<file path="src/rtl/ycbcr422_to_rgb.sv">
// 4:2:2 YCbCr to RGB converter with a fixed 4-cycle pipeline (sync signals delayed to match).
// Define STUDIO_RANGE_EN for BT.601 studio-range coefficients; full-range (JPEG) otherwise.
module ycbcr422_to_rgb #(
  parameter int OUT_W = 8
) (
  input  logic             clk,
  input  logic             rst,
  input  logic [7:0]       y_in,
  input  logic [7:0]       c_in,
  input  logic             de_in,
  input  logic             hsync_in,
  input  logic             vsync_in,
  output logic [OUT_W-1:0] r_out,
  output logic [OUT_W-1:0] g_out,
  output logic [OUT_W-1:0] b_out,
  output logic             de_out,
  output logic             hsync_out,
  output logic             vsync_out
);

`ifdef STUDIO_RANGE_EN
  localparam logic signed [19:0] Y_OFF = 20'sd16;
  localparam logic signed [19:0] K_Y   = 20'sd298;
  localparam logic signed [19:0] K_R   = 20'sd409;
  localparam logic signed [19:0] K_G   = 20'sd208;
  localparam logic signed [19:0] K_B2  = 20'sd100;
  localparam logic signed [19:0] K_B   = 20'sd516;
`else
  localparam logic signed [19:0] Y_OFF = 20'sd0;
  localparam logic signed [19:0] K_Y   = 20'sd256;
  localparam logic signed [19:0] K_R   = 20'sd359;
  localparam logic signed [19:0] K_G   = 20'sd183;
  localparam logic signed [19:0] K_B2  = 20'sd88;
  localparam logic signed [19:0] K_B   = 20'sd454;
`endif

  localparam logic signed [19:0] C_MID = 20'sd128;

  function automatic logic [7:0] clamp8(input logic signed [19:0] sum);
    logic signed [19:0] t;
    t = (sum + 20'sd128) >>> 8;
    if (t < 20'sd0) begin
      clamp8 = 8'd0;
    end else if (t > 20'sd255) begin
      clamp8 = 8'd255;
    end else begin
      clamp8 = t[7:0];
    end
  endfunction

  function automatic logic [OUT_W-1:0] widen(input logic [7:0] v);
    logic [OUT_W-1:0] res;
    res = '0;
    for (int i = 0; i < OUT_W; i++) begin
      res[OUT_W-1-i] = v[7 - (i % 8)];
    end
    return res;
  endfunction

  logic [3:0]         de_q, de_d, hs_q, hs_d, vs_q, vs_d;
  logic [7:0]         y1_q, y1_d, c1_q, c1_d, cprev_q, cprev_d;
  logic               ph1_q, ph1_d;
  logic signed [19:0] yd2_q, yd2_d, cbd2_q, cbd2_d, crd2_q, crd2_d;
  logic signed [19:0] pk3_q, pk3_d, pr3_q, pr3_d, pgr3_q, pgr3_d;
  logic signed [19:0] pgb3_q, pgb3_d, pb3_q, pb3_d;
  logic [7:0]         r4_q, r4_d, g4_q, g4_d, b4_q, b4_d;
  logic [7:0]         cb_s, cr_s;

  // Next-state logic for all four pipeline stages.
  always_comb begin
    de_d = {de_q[2:0], de_in};
    hs_d = {hs_q[2:0], hsync_in};
    vs_d = {vs_q[2:0], vsync_in};

    y1_d    = y_in;
    c1_d    = c_in;
    cprev_d = c1_q;
    if (de_in) begin
      ph1_d = de_q[0] ? ~ph1_q : 1'b0;
    end else begin
      ph1_d = ph1_q;
    end

    // Even pixel borrows Cr from the pixel arriving behind it; neutral if the line has ended.
    if (!ph1_q) begin
      cb_s = c1_q;
      cr_s = de_in ? c_in : 8'd128;
    end else begin
      cb_s = cprev_q;
      cr_s = c1_q;
    end
    yd2_d  = $signed({12'd0, y1_q}) - Y_OFF;
    cbd2_d = $signed({12'd0, cb_s}) - C_MID;
    crd2_d = $signed({12'd0, cr_s}) - C_MID;

    pk3_d  = yd2_q * K_Y;
    pr3_d  = crd2_q * K_R;
    pgr3_d = crd2_q * K_G;
    pgb3_d = cbd2_q * K_B2;
    pb3_d  = cbd2_q * K_B;

    if (de_q[2]) begin
      r4_d = clamp8(pk3_q + pr3_q);
      g4_d = clamp8(pk3_q - pgr3_q - pgb3_q);
      b4_d = clamp8(pk3_q + pb3_q);
    end else begin
      r4_d = 8'd0;
      g4_d = 8'd0;
      b4_d = 8'd0;
    end
  end

  // Pipeline registers with synchronous reset.
  always_ff @(posedge clk) begin
    if (rst) begin
      de_q    <= 4'd0;
      hs_q    <= 4'd0;
      vs_q    <= 4'd0;
      y1_q    <= 8'd0;
      c1_q    <= 8'd0;
      cprev_q <= 8'd0;
      ph1_q   <= 1'b0;
      yd2_q   <= 20'sd0;
      cbd2_q  <= 20'sd0;
      crd2_q  <= 20'sd0;
      pk3_q   <= 20'sd0;
      pr3_q   <= 20'sd0;
      pgr3_q  <= 20'sd0;
      pgb3_q  <= 20'sd0;
      pb3_q   <= 20'sd0;
      r4_q    <= 8'd0;
      g4_q    <= 8'd0;
      b4_q    <= 8'd0;
    end else begin
      de_q    <= de_d;
      hs_q    <= hs_d;
      vs_q    <= vs_d;
      y1_q    <= y1_d;
      c1_q    <= c1_d;
      cprev_q <= cprev_d;
      ph1_q   <= ph1_d;
      yd2_q   <= yd2_d;
      cbd2_q  <= cbd2_d;
      crd2_q  <= crd2_d;
      pk3_q   <= pk3_d;
      pr3_q   <= pr3_d;
      pgr3_q  <= pgr3_d;
      pgb3_q  <= pgb3_d;
      pb3_q   <= pb3_d;
      r4_q    <= r4_d;
      g4_q    <= g4_d;
      b4_q    <= b4_d;
    end
  end

  assign r_out     = widen(r4_q);
  assign g_out     = widen(g4_q);
  assign b_out     = widen(b4_q);
  assign de_out    = de_q[3];
  assign hsync_out = hs_q[3];
  assign vsync_out = vs_q[3];

endmodule

</file>
<file path="config.mk">
export PLATFORM = sky130hd
export DESIGN_NAME = ycbcr422_to_rgb
export DESIGN_NICKNAME = d
export VERILOG_FILES = /design/src/rtl/ycbcr422_to_rgb.sv
export SDC_FILE = /design/constraint.sdc
export NUM_CORES = 1
export LEC_CHECK = 0
export BUFFER_PORTS_ARGS = -buffer_cell sky130_fd_sc_hd__buf_2
export CAP_MARGIN = 10
export CORE_UTILIZATION = 34
export DETAILED_ROUTE_END_ITERATION = 12
export PLACE_DENSITY = 0.55
export SLEW_MARGIN = 20
export SYNTH_ARGS = -nofsm -noshare
export SYNTH_HDL_FRONTEND = slang
export SYNTH_SLANG_ARGS = --single-unit
</file>
<file path="constraint.sdc">
create_clock -name clk -period 4.6 [get_ports clk]
set_input_delay 0.23 -clock clk [delete_from_list [all_inputs] [get_ports clk]]
set_output_delay 0.23 -clock clk [all_outputs]
set_load 0.03 [all_outputs]
</file>
* Word level (Yosys, flattened, before mapping)
Cells that the tools add are included.
** Storage, ports and cells
- Output and inout port bits :: 27
- Flip-flop bits (word level) :: 209
** Cells by class
- $lt $le $gt $ge :: 6
- Muxes and demuxes :: 7
- $add $sub $neg :: 9
- Reduce and logical (&&, ||, !) cells :: 3
- Multipliers :: 4
- Bitwise logic cells :: 2
** Operators by type and width (number)
- adder 20 x 9 -> 20 bit (second input constant) :: 3
- two-way mux 8 bit :: 6
- adder 20 bit :: 2
- subtractor 20 bit :: 2
- greater-than comparator 12 x 9 -> 1 bit (second input constant) :: 3
- less-than comparator 12 x 1 -> 1 bit (second input constant) :: 3
- multiplier 20 x 10 -> 20 bit (second input constant) :: 1
- multiplier 20 x 5 -> 17 bit (second input constant) :: 1
- multiplier 20 x 9 -> 19 bit (second input constant) :: 1
- multiplier 20 x 9 -> 20 bit (second input constant) :: 1
- subtractor 8 x 8 -> 9 bit (second input constant) :: 2
- OR reduction 3 bit :: 3
- NOT 1 bit :: 2
- two-way mux 1 bit :: 1

* Depth between registers and ports, before layout
- Depth in word-level cells :: 5
- Gate-level depth with buffers :: 18
- Gate-level depth less buffers :: 18

* Worst setup path before layout
Ideal clock, no wire load.
- Path type :: reg-to-reg
- From :: register crd2_q[6]
- To :: register pr3_q[17]
- Library setup time :: 86 ps
- Slack :: -31 ps
- Cell stages (with the launch flop) :: 19
- Clock period less this slack :: 4631 ps
- Buffers on the path :: 0
- Required time :: 4514 ps
- Data arrival time :: 4545 ps
- Cell sequence :: dfxtp_1 -> inv_1 -> ha_1 -> inv_1 -> fa_1 -> ha_1 -> fa_1 -> inv_1 -> fa_1 -> inv_1 -> ha_1 -> o21ai_0 -> nor2_1 -> a21oi_1 -> o21ai_1 -> a211oi_2 -> o21ai_1 -> and3_1 -> a211oi_1
** Between the ends
- Cells in the longest elaborated chain, start to end :: 1
** Ends and longest elaborated chain
- from (decl) :: line 63 : logic signed [19:0] yd2_q, yd2_d, cbd2_q, cbd2_d, crd2_q, crd2_d;
- from (signal assigned) :: line 144 : crd2_q <= crd2_d;
- multiplier 20 x 10 -> 20 bit :: line 97 : pr3_d = crd2_q * K_R;
- to (signal assigned) :: line 146 : pr3_q <= pr3_d;
- to (decl) :: line 64 : logic signed [19:0] pk3_q, pk3_d, pr3_q, pr3_d, pgr3_q, pgr3_d;
Every way passes these cells.
A chain may end at the register's enable or synchronous reset.

* Worst setup path in the final report
Same ends and word-level chain as after synthesis.

==> results.ini <==
[outcome]
outcome = complete, no violations

[floorplanning]
die_w_microns = 183
die_y_microns = 183
initial_core_util = 0.349
rows = 65
ios = 48
dieArea_sq_um = 33400
core_sq_um = 31800

[yosys]
ys_warn_count = 0
seq_area_frac_synth = 0.281
synth-edff-count = 0
syn_area_sq_um = 11100
syn_nets = 1439
ys_ff_latch = 156
synth.distinct_cells = 59
syn_area_per_cell_sq_um = 9.40
netlist_instances = 1180
async_reset_ff_frac = 0
synthFlopType = dfxtp_1

[final_layout]
num_antenna_cells = 0
layout_commonest_cell = inv_1
layout_common_cells = 184 x inv_1, 158 x ha_1, 154 x dfxtp_1
instances_no_fill = 1705
syn_to_final_growth_pct = 14.9
drive_above_1_share = 0.102
final_nets = 1516
fillers = 3174

[routing]
viasPerCell = 4.53
num_vias = 7726
drt-initial-drc-count = 442
drc = 0
post_drt_wl_per_cell_microns = 13.5
first_pass_iters = 4
postRouteAntennaNets = 0
drt-total-wl_microns = 23000

[pwr]
p_comb_frac = 0.372
p_leak_nw = 6.15
power_density_nw_per_um2 = 372
switchingPower_mw = 1.70
power_frac_seq = 0.320
swShare = 0.358
finalPower_mw = 4.74
p_int_mw = 3.04
max-vdd-ir-drop_mv = 0.337
power.share.clock = 0.308

[setup_path]
crit_type = flip-flop to flip-flop
worst_ep_required_time_ps = 4950
worst_setup_path_start_kind = flip-flop
cp_cell_sequence = ha_1, fa_1, ha_1, fa_1, inv_1, fa_1, inv_1, ha_1, o21ai_0, nor2_1, a21oi_2, o21ai_2, a211oi_2, buf_4, o21ai_1, and3_1, a211oi_1
cp_max_fo = 7
cp_slowest_stage_delay_ps = 530
crit_path_top_delay_cell = fa_1
cp-end-kind = flip-flop
crit_arrival_ps = 4670

[place]
dp_hpwl_microns = 18600
pre_cts_slack_ps = 73.0
place_inst = 1664
io_buffers = 47
gp_congestion = 0.856

[sta]
maxSlewHeadroom = 0.460
setup_violations = 0
fin_crit_sh = 0.940
fin_ws_ps = 276
tns_ps = 0
final-max-slew-violation-count = 0
fin_skew_ps = 10.6
hold_viol_final = 0
max_freq_mhz = 231
max_slew.worst_pin.slew_ps = 809
fin_crit_ps = 4320
rsz0062_at_grt = no

[global_route]
grt_max_degree = 72
grt_overflow_total = 0
antenna_found_initial = 0
grt_pass1_wl_microns = 39200
grt_pass1_vias = 7734
track_usage = 0.149

[clocking]
cts_setup_buffers = 0
clock_sinks = 156
clock_latency_ps = 440
clockBufferDepth = 2
root_buffer = clkbuf_16
cts_tree = yes
clk_pin_slew_ps = 70
cts_htree_levels = 4
numCtsBuffers = 17

[flow_run]
drv_cap = 0

[min_path]
hold_class = input pin to flip-flop

## layer usage
layer	global-route usage	routed length, microns	up-vias
met5	0	0	-
met4	0.0387	263	0
met3	0.0289	867	14
met2	0.232	9850	100
met1	0.210	12000	3560
li1	-	-	4052
## registers in the layout, summed over array words and instances (netlist names), 13 cells and up
name    count
pb3_q      13
pgb3_q     17
pgr3_q     17
pr3_q      16
## cells in the mapped netlist (all sizes together), types with 26 or more instances
cell	instances	area (sq um)
fa	77	1540
o21a	30	225
nor2	96	360
ha	161	2010
nor3	31	155
nor2b	79	494
a21oi	53	277
nand2	26	97.6
inv	185	694
o21ai	31	155
dfxtp	156	3120
xnor2	53	464
## area by class of cell
| cell class | count | area [sq um] | share of cell area |
|---|---|---|---|
| timing repair buffer | 80 | 512 | 0.0401 |
| sequential | 156 | 3130 | 0.245 |
| inverter | 185 | 694 | 0.0545 |
| clock inverter | 15 | 181 | 0.0142 |
| tap | 435 | 544 | 0.0427 |
| clock buffer | 17 | 425 | 0.0334 |
| multi-input combinational | 817 | 7260 | 0.570 |
## worst max-delay path, delay by kind of cell (launching register included)
family                   cells  cell delay (ps)
AO/OA/AOI/OAI                6              910
flip-flops                   1              360
AND/OR/NAND/NOR              2              270
adder cells (fa/ha/maj)      6             2440
buffers and inverters        3              260
## logic make-up after synthesis
logic type / Yosys count / share of synthesized area
compound gates: 198 / 0.121
xor+xnor: 73 / 0.0576
fa+ha+maj: 238 / 0.321
buf+inv: 207 / 0.0701
flops: 156 / 0.281
mux: 15 / 0.0136
simple gates: 293 / 0.136
## stage by stage
stage                     hold slack, ps  utilization  cell area [sq um]
after floorplan                      328            -              11100
after global placement               402        0.377              12000
after detailed placement             417        0.377              12000
after CTS                          0.949        0.398              12700
after global routing                7.84        0.401              12700
final                               12.8        0.401              12700
## worst paths after layout
check	slack [ps]	endpoint	cells past startpoint	from
min reg2reg	420	cbd2_q[18]	1	cprev_q[7]
max reg2reg	280	pr3_q[17]	17	crd2_q[6]
max	280	pr3_q[17]	17	crd2_q[6]
min	10	y1_q[0]	2	y_in[0]
## power by group through the flow
| stage | sequential, mW | clock (mW) | combinational [mW] |
|---|---|---|---|
| global route | 1.53 | 1.56 | 2.01 |
| CTS | 1.52 | 1.50 | 1.74 |
| detailed placement | 1.55 | 0 | 1.72 |
| global placement | 1.55 | 0 | 1.72 |
| finish | 1.52 | 1.46 | 1.76 |
| floorplan | 1.55 | 0 | 1.34 |
## timing repair
action / in CTS / in global routing
hold buffers: 9 / 0
setup endpoints to repair: 0 / 11
endpoints found under the hold margin: 9 / 0
resized for setup: 0 / 16
Note: power is estimated with default switching activity, not from simulation.
